==> src/rtl/ws2812_frame_sequencer.sv <==
`timescale 1ns/1ps
// ws2812_frame_sequencer
// Streams one frame of pixels out of a synchronous-read pixel RAM into a
// ws2812_rgb_controller. The controller's TX command is used to hand over each
// pixel. After the last pixel, the block issues a RESET command. It then waits
// out the inter-frame latch gap and pulses done.
//
// Ports
//   clk         system clock, all logic on posedge
//   rst         asynchronous reset, active-high
//   start       one-cycle frame request, ignored while busy
//   num_pixels  frame length (0..2^ADDR_W), sampled when start is accepted
//   pix_addr    pixel RAM read address
//   pix_data    RAM read data {r,g,b}, valid one cycle after pix_addr
//   r, g, b     pixel presented to the controller
//   command     00 IDLE, 01 TX, 10 RESET
//   cmd_wait    controller ready (1) / busy (0)
//   busy        high from accepted start until the end of the done cycle
//   done        one-cycle pulse at end of frame
module ws2812_frame_sequencer #(
    parameter int ADDR_W       = 8,
    parameter int CLK_FREQ_KHZ = 10000,
    parameter int RESET_US     = 300
) (
    input  logic              clk,
    input  logic              rst,
    input  logic              start,
    input  logic [ADDR_W:0]   num_pixels,
    output logic [ADDR_W-1:0] pix_addr,
    input  logic [23:0]       pix_data,
    output logic [7:0]        r,
    output logic [7:0]        g,
    output logic [7:0]        b,
    output logic [1:0]        command,
    input  logic              cmd_wait,
    output logic              busy,
    output logic              done
);

    localparam int RESET_CYCLES = CLK_FREQ_KHZ * RESET_US / 1000;
    localparam int CNT_W        = (RESET_CYCLES > 2) ? $clog2(RESET_CYCLES) : 1;

    localparam logic [CNT_W-1:0] CNT_ONE  = CNT_W'(1);
    localparam logic [CNT_W-1:0] CNT_LAST = CNT_W'(RESET_CYCLES - 1);
    localparam logic [ADDR_W:0]  IDX_ONE  = {{ADDR_W{1'b0}}, 1'b1};

    localparam logic [1:0] CMD_IDLE  = 2'b00;
    localparam logic [1:0] CMD_TX    = 2'b01;
    localparam logic [1:0] CMD_RESET = 2'b10;

    typedef enum logic [3:0] {
        S_IDLE,
        S_FETCH,
        S_LOAD,
        S_WAIT_HI,
        S_WAIT_LO,
        S_RST_HI,
        S_RST_LO,
        S_GAP,
        S_DONE
    } state_t;

    state_t            r_state, w_next;
    logic [ADDR_W:0]   r_idx, w_idx_next;
    logic [ADDR_W:0]   r_num, w_num_next;
    logic [ADDR_W:0]   w_idx_inc;
    logic [CNT_W-1:0]  r_cnt, w_cnt_next;
    logic [ADDR_W-1:0] r_addr, w_addr_next;
    logic [23:0]       r_rgb, w_rgb_next;
    logic [1:0]        r_cmd, w_cmd_next;
    logic              r_busy, w_busy_next;
    logic              r_done, w_done_next;

    assign w_idx_inc = r_idx + IDX_ONE;

    always_ff @(posedge clk or posedge rst) begin
        if (rst) begin
            r_state <= S_IDLE;
            r_idx   <= '0;
            r_num   <= '0;
            r_cnt   <= '0;
            r_addr  <= '0;
            r_rgb   <= '0;
            r_cmd   <= CMD_IDLE;
            r_busy  <= 1'b0;
            r_done  <= 1'b0;
        end else begin
            r_state <= w_next;
            r_idx   <= w_idx_next;
            r_num   <= w_num_next;
            r_cnt   <= w_cnt_next;
            r_addr  <= w_addr_next;
            r_rgb   <= w_rgb_next;
            r_cmd   <= w_cmd_next;
            r_busy  <= w_busy_next;
            r_done  <= w_done_next;
        end
    end

    always_comb begin
        w_next      = r_state;
        w_idx_next  = r_idx;
        w_num_next  = r_num;
        w_cnt_next  = r_cnt;
        w_addr_next = r_addr;
        w_rgb_next  = r_rgb;
        w_busy_next = r_busy;
        w_cmd_next  = CMD_IDLE;
        w_done_next = 1'b0;

        case (r_state)
            S_IDLE: begin
                if (start) begin
                    w_num_next  = num_pixels;
                    w_idx_next  = '0;
                    w_busy_next = 1'b1;
                    if (num_pixels == '0) begin
                        w_next = S_DONE;
                    end else begin
                        // Address goes out on entry to FETCH so that the
                        // one-cycle RAM latency lands the data in LOAD.
                        w_addr_next = '0;
                        w_next      = S_FETCH;
                    end
                end
            end
            S_FETCH: w_next = S_LOAD;
            S_LOAD: begin
                w_rgb_next = pix_data;
                w_next     = S_WAIT_HI;
            end
            S_WAIT_HI: if (cmd_wait) w_next = S_WAIT_LO;
            S_WAIT_LO: begin
                // cmd_wait falling means the controller has taken the pixel;
                // the next fetch runs while it is still shifting out.
                if (!cmd_wait) begin
                    w_idx_next = w_idx_inc;
                    if (w_idx_inc < r_num) begin
                        w_addr_next = w_idx_inc[ADDR_W-1:0];
                        w_next      = S_FETCH;
                    end else begin
                        w_next = S_RST_HI;
                    end
                end
            end
            S_RST_HI: if (cmd_wait) w_next = S_RST_LO;
            S_RST_LO: begin
                if (!cmd_wait) begin
                    w_cnt_next = '0;
                    w_next     = S_GAP;
                end
            end
            S_GAP: begin
                w_cnt_next = r_cnt + CNT_ONE;
                if (r_cnt == CNT_LAST) w_next = S_DONE;
            end
            S_DONE: begin
                w_busy_next = 1'b0;
                w_next      = S_IDLE;
            end
            default: w_next = S_IDLE;
        endcase

        // command and done are registered copies of the next state's decode,
        // so they line up cycle-for-cycle with the state register.
        case (w_next)
            S_WAIT_HI, S_WAIT_LO: w_cmd_next = CMD_TX;
            S_RST_HI, S_RST_LO:   w_cmd_next = CMD_RESET;
            default:              w_cmd_next = CMD_IDLE;
        endcase
        w_done_next = (w_next == S_DONE);
    end

    assign pix_addr    = r_addr;
    assign {r, g, b}   = r_rgb;
    assign command     = r_cmd;
    assign busy        = r_busy;
    assign done        = r_done;

endmodule

==> config.mk <==
export PLATFORM = sky130hd
export DESIGN_NAME = ws2812_frame_sequencer
export DESIGN_NICKNAME = d
export VERILOG_FILES = /design/src/rtl/ws2812_frame_sequencer.sv
export SDC_FILE = /design/constraint.sdc
export NUM_CORES = 1
export LEC_CHECK = 0
export ABC_CLOCK_PERIOD_IN_PS = 2500
export BUFFER_PORTS_ARGS = -buffer_cell sky130_fd_sc_hd__clkbuf_2
export CORE_ASPECT_RATIO = 0.75
export CORE_UTILIZATION = 25
export CTS_CLUSTER_SIZE = 28
export DETAILED_ROUTE_END_ITERATION = 6
export PLACE_DENSITY = 0.52
export SLEW_MARGIN = 20
export SYNTH_ARGS = -nofsm -noshare
export SYNTH_HDL_FRONTEND = slang
export SYNTH_SLANG_ARGS = --single-unit
==> constraint.sdc <==
create_clock -name clk -period 2.5 [get_ports clk]
set_clock_uncertainty 0.15 [all_clocks]
set_input_delay 0.125 -clock clk [delete_from_list [all_inputs] [get_ports clk]]
set_output_delay 0.125 -clock clk [all_outputs]
set_load 0.005 [all_outputs]
Yosys cells after proc, flatten, opt, wreduce, memory -nomap -nowiden
Cells that the tools add are included.

Register bits: 70. Latch bits: 0. Bits in writable memories: 0. Bits in read-only memories: 0. Input port bits: 37. Output and inout bits: 36. Word-level logic and storage cells: 65. Memories: 0.

$add $sub $neg: 2. $mul: 0. Div/mod/pow operators: 0. Order comparisons: 1. Equal/unequal tests: 19. Shifts and indexed selects: 0. Multiplexer cells: 22. Bitwise logic cells: 0. Reductions and logical operators: 12.

Operators with widths (count): 8-bit 2-to-1 mux (4); 4-bit case mux with 8 select lines (1); 4-bit by 3-bit equality test with 1-bit output (second input constant) (7); 4-bit 2-to-1 mux (7); 12-bit case mux with 2 select lines (1); 9-bit 2-to-1 mux (2); 9-bit case mux with 2 select lines (1); 8-bit case mux with 2 select lines (1); 12-bit by 1-bit adder with 12-bit output (second input constant) (1); 12-bit equality test (second input constant) (1); 4-bit by 2-bit equality test with 1-bit output (second input constant) (3); 12-bit 2-to-1 mux (1); 2-bit inequality test (second input constant) (5); 9-bit by 1-bit adder with 9-bit output (second input constant) (1); 9-bit zero test (1); 9-bit less-than comparator (1); 4-bit equality test (second input constant) (2); 2-bit AND reduction (3); 2-bit nonzero test (3); 5-bit AND reduction (1); 4-bit by 1-bit equality test with 1-bit output (second input constant) (1); 4-bit zero test (1); 2-bit case mux with 2 select lines (1); 2-bit OR reduction (2); 4 further kinds (4).

Longest topological paths before layout
Depth in word-level cells: 8. Gate-level depth with buffers: 11. Depth with buffers taken out: 11.

Worst setup path after synthesis
OpenSTA, ideal clock, no wires.

Kind: register -> register. From: register r_idx[0]. To: register r_addr[0], in the netlist pix_addr[0]. Setup time: 0.125 ns. Arrival: 2.405 ns. Required time: 2.225 ns. Setup slack: -0.180 ns. Cell stages (with the launch flop): 12. Buffers on the path: 0. Clock period less this slack: 2.680 ns. Cells stage by stage: dfrtp_1 > ha_1 > nand2_1 > nor2_1 > nand3_1 > xnor2_1 > ha_1 > nand4_1 > a211o_1 > a31o_1 > o2111ai_4 > mux2_4.

Word-level cells in the longest chain between the ends: 4. Elaborated cells on any way between the ends: 7. Those cells by class: add/sub: 1; order compare: 1; eq/ne: 1; mux: 3; reduce/logical: 1.

RTL lines: start, declared (RTL line 64) `logic [ADDR_W:0] r_idx, w_idx_next;`; start signal, assigned (RTL line 89) `r_idx <= w_idx_next;`; 9-bit by 1-bit adder with 9-bit output (*) (RTL line 74) `assign w_idx_inc = r_idx + IDX_ONE;`; 9-bit less-than comparator / 8-bit 2-to-1 mux (equally long branches) (RTL line 138) `if (w_idx_inc < r_num) begin`; 2-bit inequality test (no line) / 8-bit 2-to-1 mux (equally long branches); 5-bit AND reduction (no line) / 8-bit case mux with 2 select lines (equally long branches); end signal, assigned (RTL line 92) `r_addr <= w_addr_next;`; end, declared (RTL line 68) `logic [ADDR_W-1:0] r_addr, w_addr_next;`.

Every way passes the cells marked *; elsewhere a longest branch is shown, timed or not. The select of a mux whose other input is x is not followed. A chain may end at the register's enable or synchronous reset.

Worst setup path in the final report
From: register r_idx[0]. To: register r_addr[1], in the netlist pix_addr[1].

Same word-level chain as after synthesis.

==> results.json <==
{
  "path_class": "reg -> reg",
  "critPathBufInv": 0,
  "relSlewSlack": 0.651,
  "place_area_um2": 4140,
  "gp_congestion": 0.758,
  "path_clk_slew_ps": 60,
  "vias": 2736,
  "cts_buffers": 9,
  "fmax_mhz": 378,
  "design_area_um2": 4910,
  "violations": "negative setup slack",
  "slowest_delay_ps": 410,
  "critical-path-slowest-cell": "dfrtp_2",
  "power_switching_w": 0.00169,
  "setup_viol": 11,
  "worst_ir_drop_vdd_v": 0.000488,
  "crit_required_ps": 2560,
  "switching_share": 0.329,
  "p_leak_nw": 2.34,
  "final.period_utilization": 1.06,
  "ant_nets": 0,
  "io_pins": 73,
  "n_antenna_cell": 0,
  "critPathArrivalTime_ps": 2710,
  "grt-ovfl-total": 0,
  "synthDistinctLibCells": 43,
  "final.setup.tns_ps": -1210,
  "netlist.top_cell.by_area": "dfrtp_1",
  "tritoncts": "done",
  "die_y_um": 103,
  "outcome": "complete, but fails checks",
  "track_usage": 0.133,
  "layout.nets": 487,
  "wl_met3_um": 362,
  "crit_fanout": 7,
  "ys.flop_type": "dfrtp_1",
  "synth_top_cell_area_share": 0.519,
  "grt_max_degree": 71,
  "min_period_ps": 2640,
  "route.detailed.drc": 0,
  "power.share.clock": 0.278,
  "grt_pass1_vias": 2770,
  "worst_pin_slew_ps": 522,
  "syn_nets": 349,
  "ys_top_cells_by_area": "dfrtp_1, mux2_2, ha_1",
  "wl_met1_mm": 4.21,
  "utilization": 0.376,
  "synth-seq-cells": 70,
  "die_w_um": 136,
  "hold_violations": 0,
  "drt_wl_total_mm": 8.39,
  "drive_gt1_frac": 0.398,
  "viasPerCell": 4.44,
  "cts_sinks": 70,
  "grt_pass1_wl_mm": 14.0,
  "antenna_found_initial": 0,
  "p_int_w": 0.00344,
  "layout_setup_ws_ps": -144,
  "dpl.hpwl_mm": 5.59,
  "synth-async-reset-ratio": 1.00,
  "rsz0062_at_grt": "yes",
  "die_area_um2": 14000,
  "clk_latency_ps": 340,
  "synth_edf_count": 0,
  "dr.pass1.iters": 4,
  "routedWlPerCell_um": 13.6,
  "cp-end-kind": "flop",
  "path_cells": "ha_4 -> nand2_4 -> nor2_4 -> nand3_2 -> xnor2_2 -> ha_1 -> nand4_1 -> a211o_1 -> a31o_1 -> o2111ai_4 -> mux2_4",
  "crit_path_start_kind": "flop",
  "hold_path_class": "in -> reg",
  "syn_inst": 302,
  "critical-path-top-delay-family": "compound AO/OA/AOI/OAI gates",
  "yosysSeqAreaShare": 0.519,
  "combPwrFrac": 0.361,
  "synth_area_per_cell_um2": 11.2,
  "initial_core_util": 0.258,
  "core_um2": 13100,
  "p_per_area_nw_per_um2": 1050,
  "wl_met2_mm": 3.69,
  "cts_htree_levels": 3,
  "area_growth_pct": 45.5,
  "max_cap_viol_count": 0,
  "slew_violations": 0,
  "power_frac_seq": 0.361,
  "rows": 36,
  "top_layer_used": "met4",
  "detail_route.iter0.violations": 106,
  "synthesis.area_um2": 3370,
  "portBuffers": 72,
  "ys_warn_count": 0,
  "cts_max_path_buffers": 2,
  "cts-root-buf": "clkbuf_16"
}
-- power by group through the flow --
stage / clock network (W) / registers [W] / logic [W]
2_1_floorplan: 0 / 0.00183 / 0.00112
3_3_place_gp: 0 / 0.00184 / 0.00176
3_5_place_dp: 0 / 0.00184 / 0.00180
4_1_cts: 0.00147 / 0.00184 / 0.00185
5_1_grt: 0.00152 / 0.00191 / 0.00207
6_report: 0.00142 / 0.00185 / 0.00185
-- metrics by stage --
stage / worst slack (ps) / hold WS, ps / instances / total power, W
after detailed placement: -216 / 81.5 / 560 / 0.00365
after CTS: -185 / 57.0 / 613 / 0.00517
final: -144 / 109 / 616 / 0.00513
after floorplan: -51.3 / 125 / 302 / 0.00296
after global routing: -256 / 146 / 616 / 0.00550
after global placement: -145 / 77.1 / 560 / 0.00361
-- flip-flops by register name, indices dropped and copies added, names as in the netlist --
signal    cells
r_rgb        24
r_cnt        12
r_idx         9
r_num         9
pix_addr      8
r_state       4
command       2
busy          1
done          1
-- what timing repair did --
action / 4_1_cts / 5_1_grt
gates resized for setup: 8 / 4
setup endpoints to repair: 11 / 11
pin swaps: 3 / 1
endpoints found under the hold margin: 104 / 0
hold buffers: 35 / 0
buffers inserted: 2 / 3
-- synthesized netlist by cell type (all sizes together) (4+ instances only) --
master and n:
nand2 26, ha 10, mux2i 5, nor2 14, clkbuf 7, xnor2 6, buf 4, nand4 4
nor3 4, dfrtp 70, and2 7, o21ai 22, inv 20, a21oi 9, nand2b 4, o31ai 4
mux2 40, nand3 13
-- tightest hold or removal path, stage by stage --
cell,delay [ps]
clkbuf_2,170
nor2_1,100
nand2_1,70
o21ai_0,80
-- worst paths after layout --
| kind | endpoint | slack [ps] | depth (start not counted) | startpoint |
|---|---|---|---|---|
| worst max register to register | pix_addr[1]$_DFFE_PP0P_ | -140 | 11 | r_idx[0]$_DFFE_PP0P_ |
| min in group asynchronous | r_rgb[21]$_DFFE_PP0P_ | 260 | 4 | rst |
| worst min-delay path | r_idx[2]$_DFFE_PP0P_ | 110 | 4 | cmd_wait |
| worst max-delay path | pix_addr[1]$_DFFE_PP0P_ | -140 | 11 | r_idx[0]$_DFFE_PP0P_ |
| max in group asynchronous | r_idx[2]$_DFFE_PP0P_ | 1610 | 4 | rst |
| worst min register to register | r_cnt[7]$_DFFE_PP0P_ | 330 | 1 | r_cnt[7]$_DFFE_PP0P_ |
-- logic make-up (layout without fill, tap and decap cells) --
group | after synthesis | after routing | synth area share
fa+ha+maj | 10 | 10 | 0.0371
xor+xnor | 9 | 9 | 0.0234
buf+inv | 31 | 174 | 0.0367
flops | 70 | 70 | 0.519
mux | 45 | 45 | 0.154
simple gates | 87 | 87 | 0.132
compound gates | 50 | 50 | 0.0976
-- cell usage in the layout (no fill, tap or decap), types with 5 or more instances in the layout --
cell           netlist  routed
clkbuf_2             0      72
dfrtp_1             70      67
mux2_2              35      35
dlygate4sd3_1        0      35
buf_4                1      28
nand2_1             26      25
o21ai_0             22      22
inv_1               18      17
nor2_1              14      12
nand3_1             13      10
a21oi_1              9       9
ha_1                10       9
clkbuf_16            0       9
and2_1               6       6
mux2_4               5       5
mux2i_1              5       5
-- metal layers --
layer  track usage  vias up
met3        0.0329        7
met5             0        -
met4        0.0564        0
met2         0.201       72
li1              -     1352
met1         0.180     1305
-- layout make-up --
class	instances	area (um^2)
Clock buffer	9	225
Clock inverter	7	105
Fill cell	1304	8160
Inverter	20	75.1
Multi-Input combinational cell	201	1570
Sequential cell	70	1760
Tap cell	171	214
Timing Repair Buffer	138	963
Note: power is estimated with default switching activity, not from simulation.
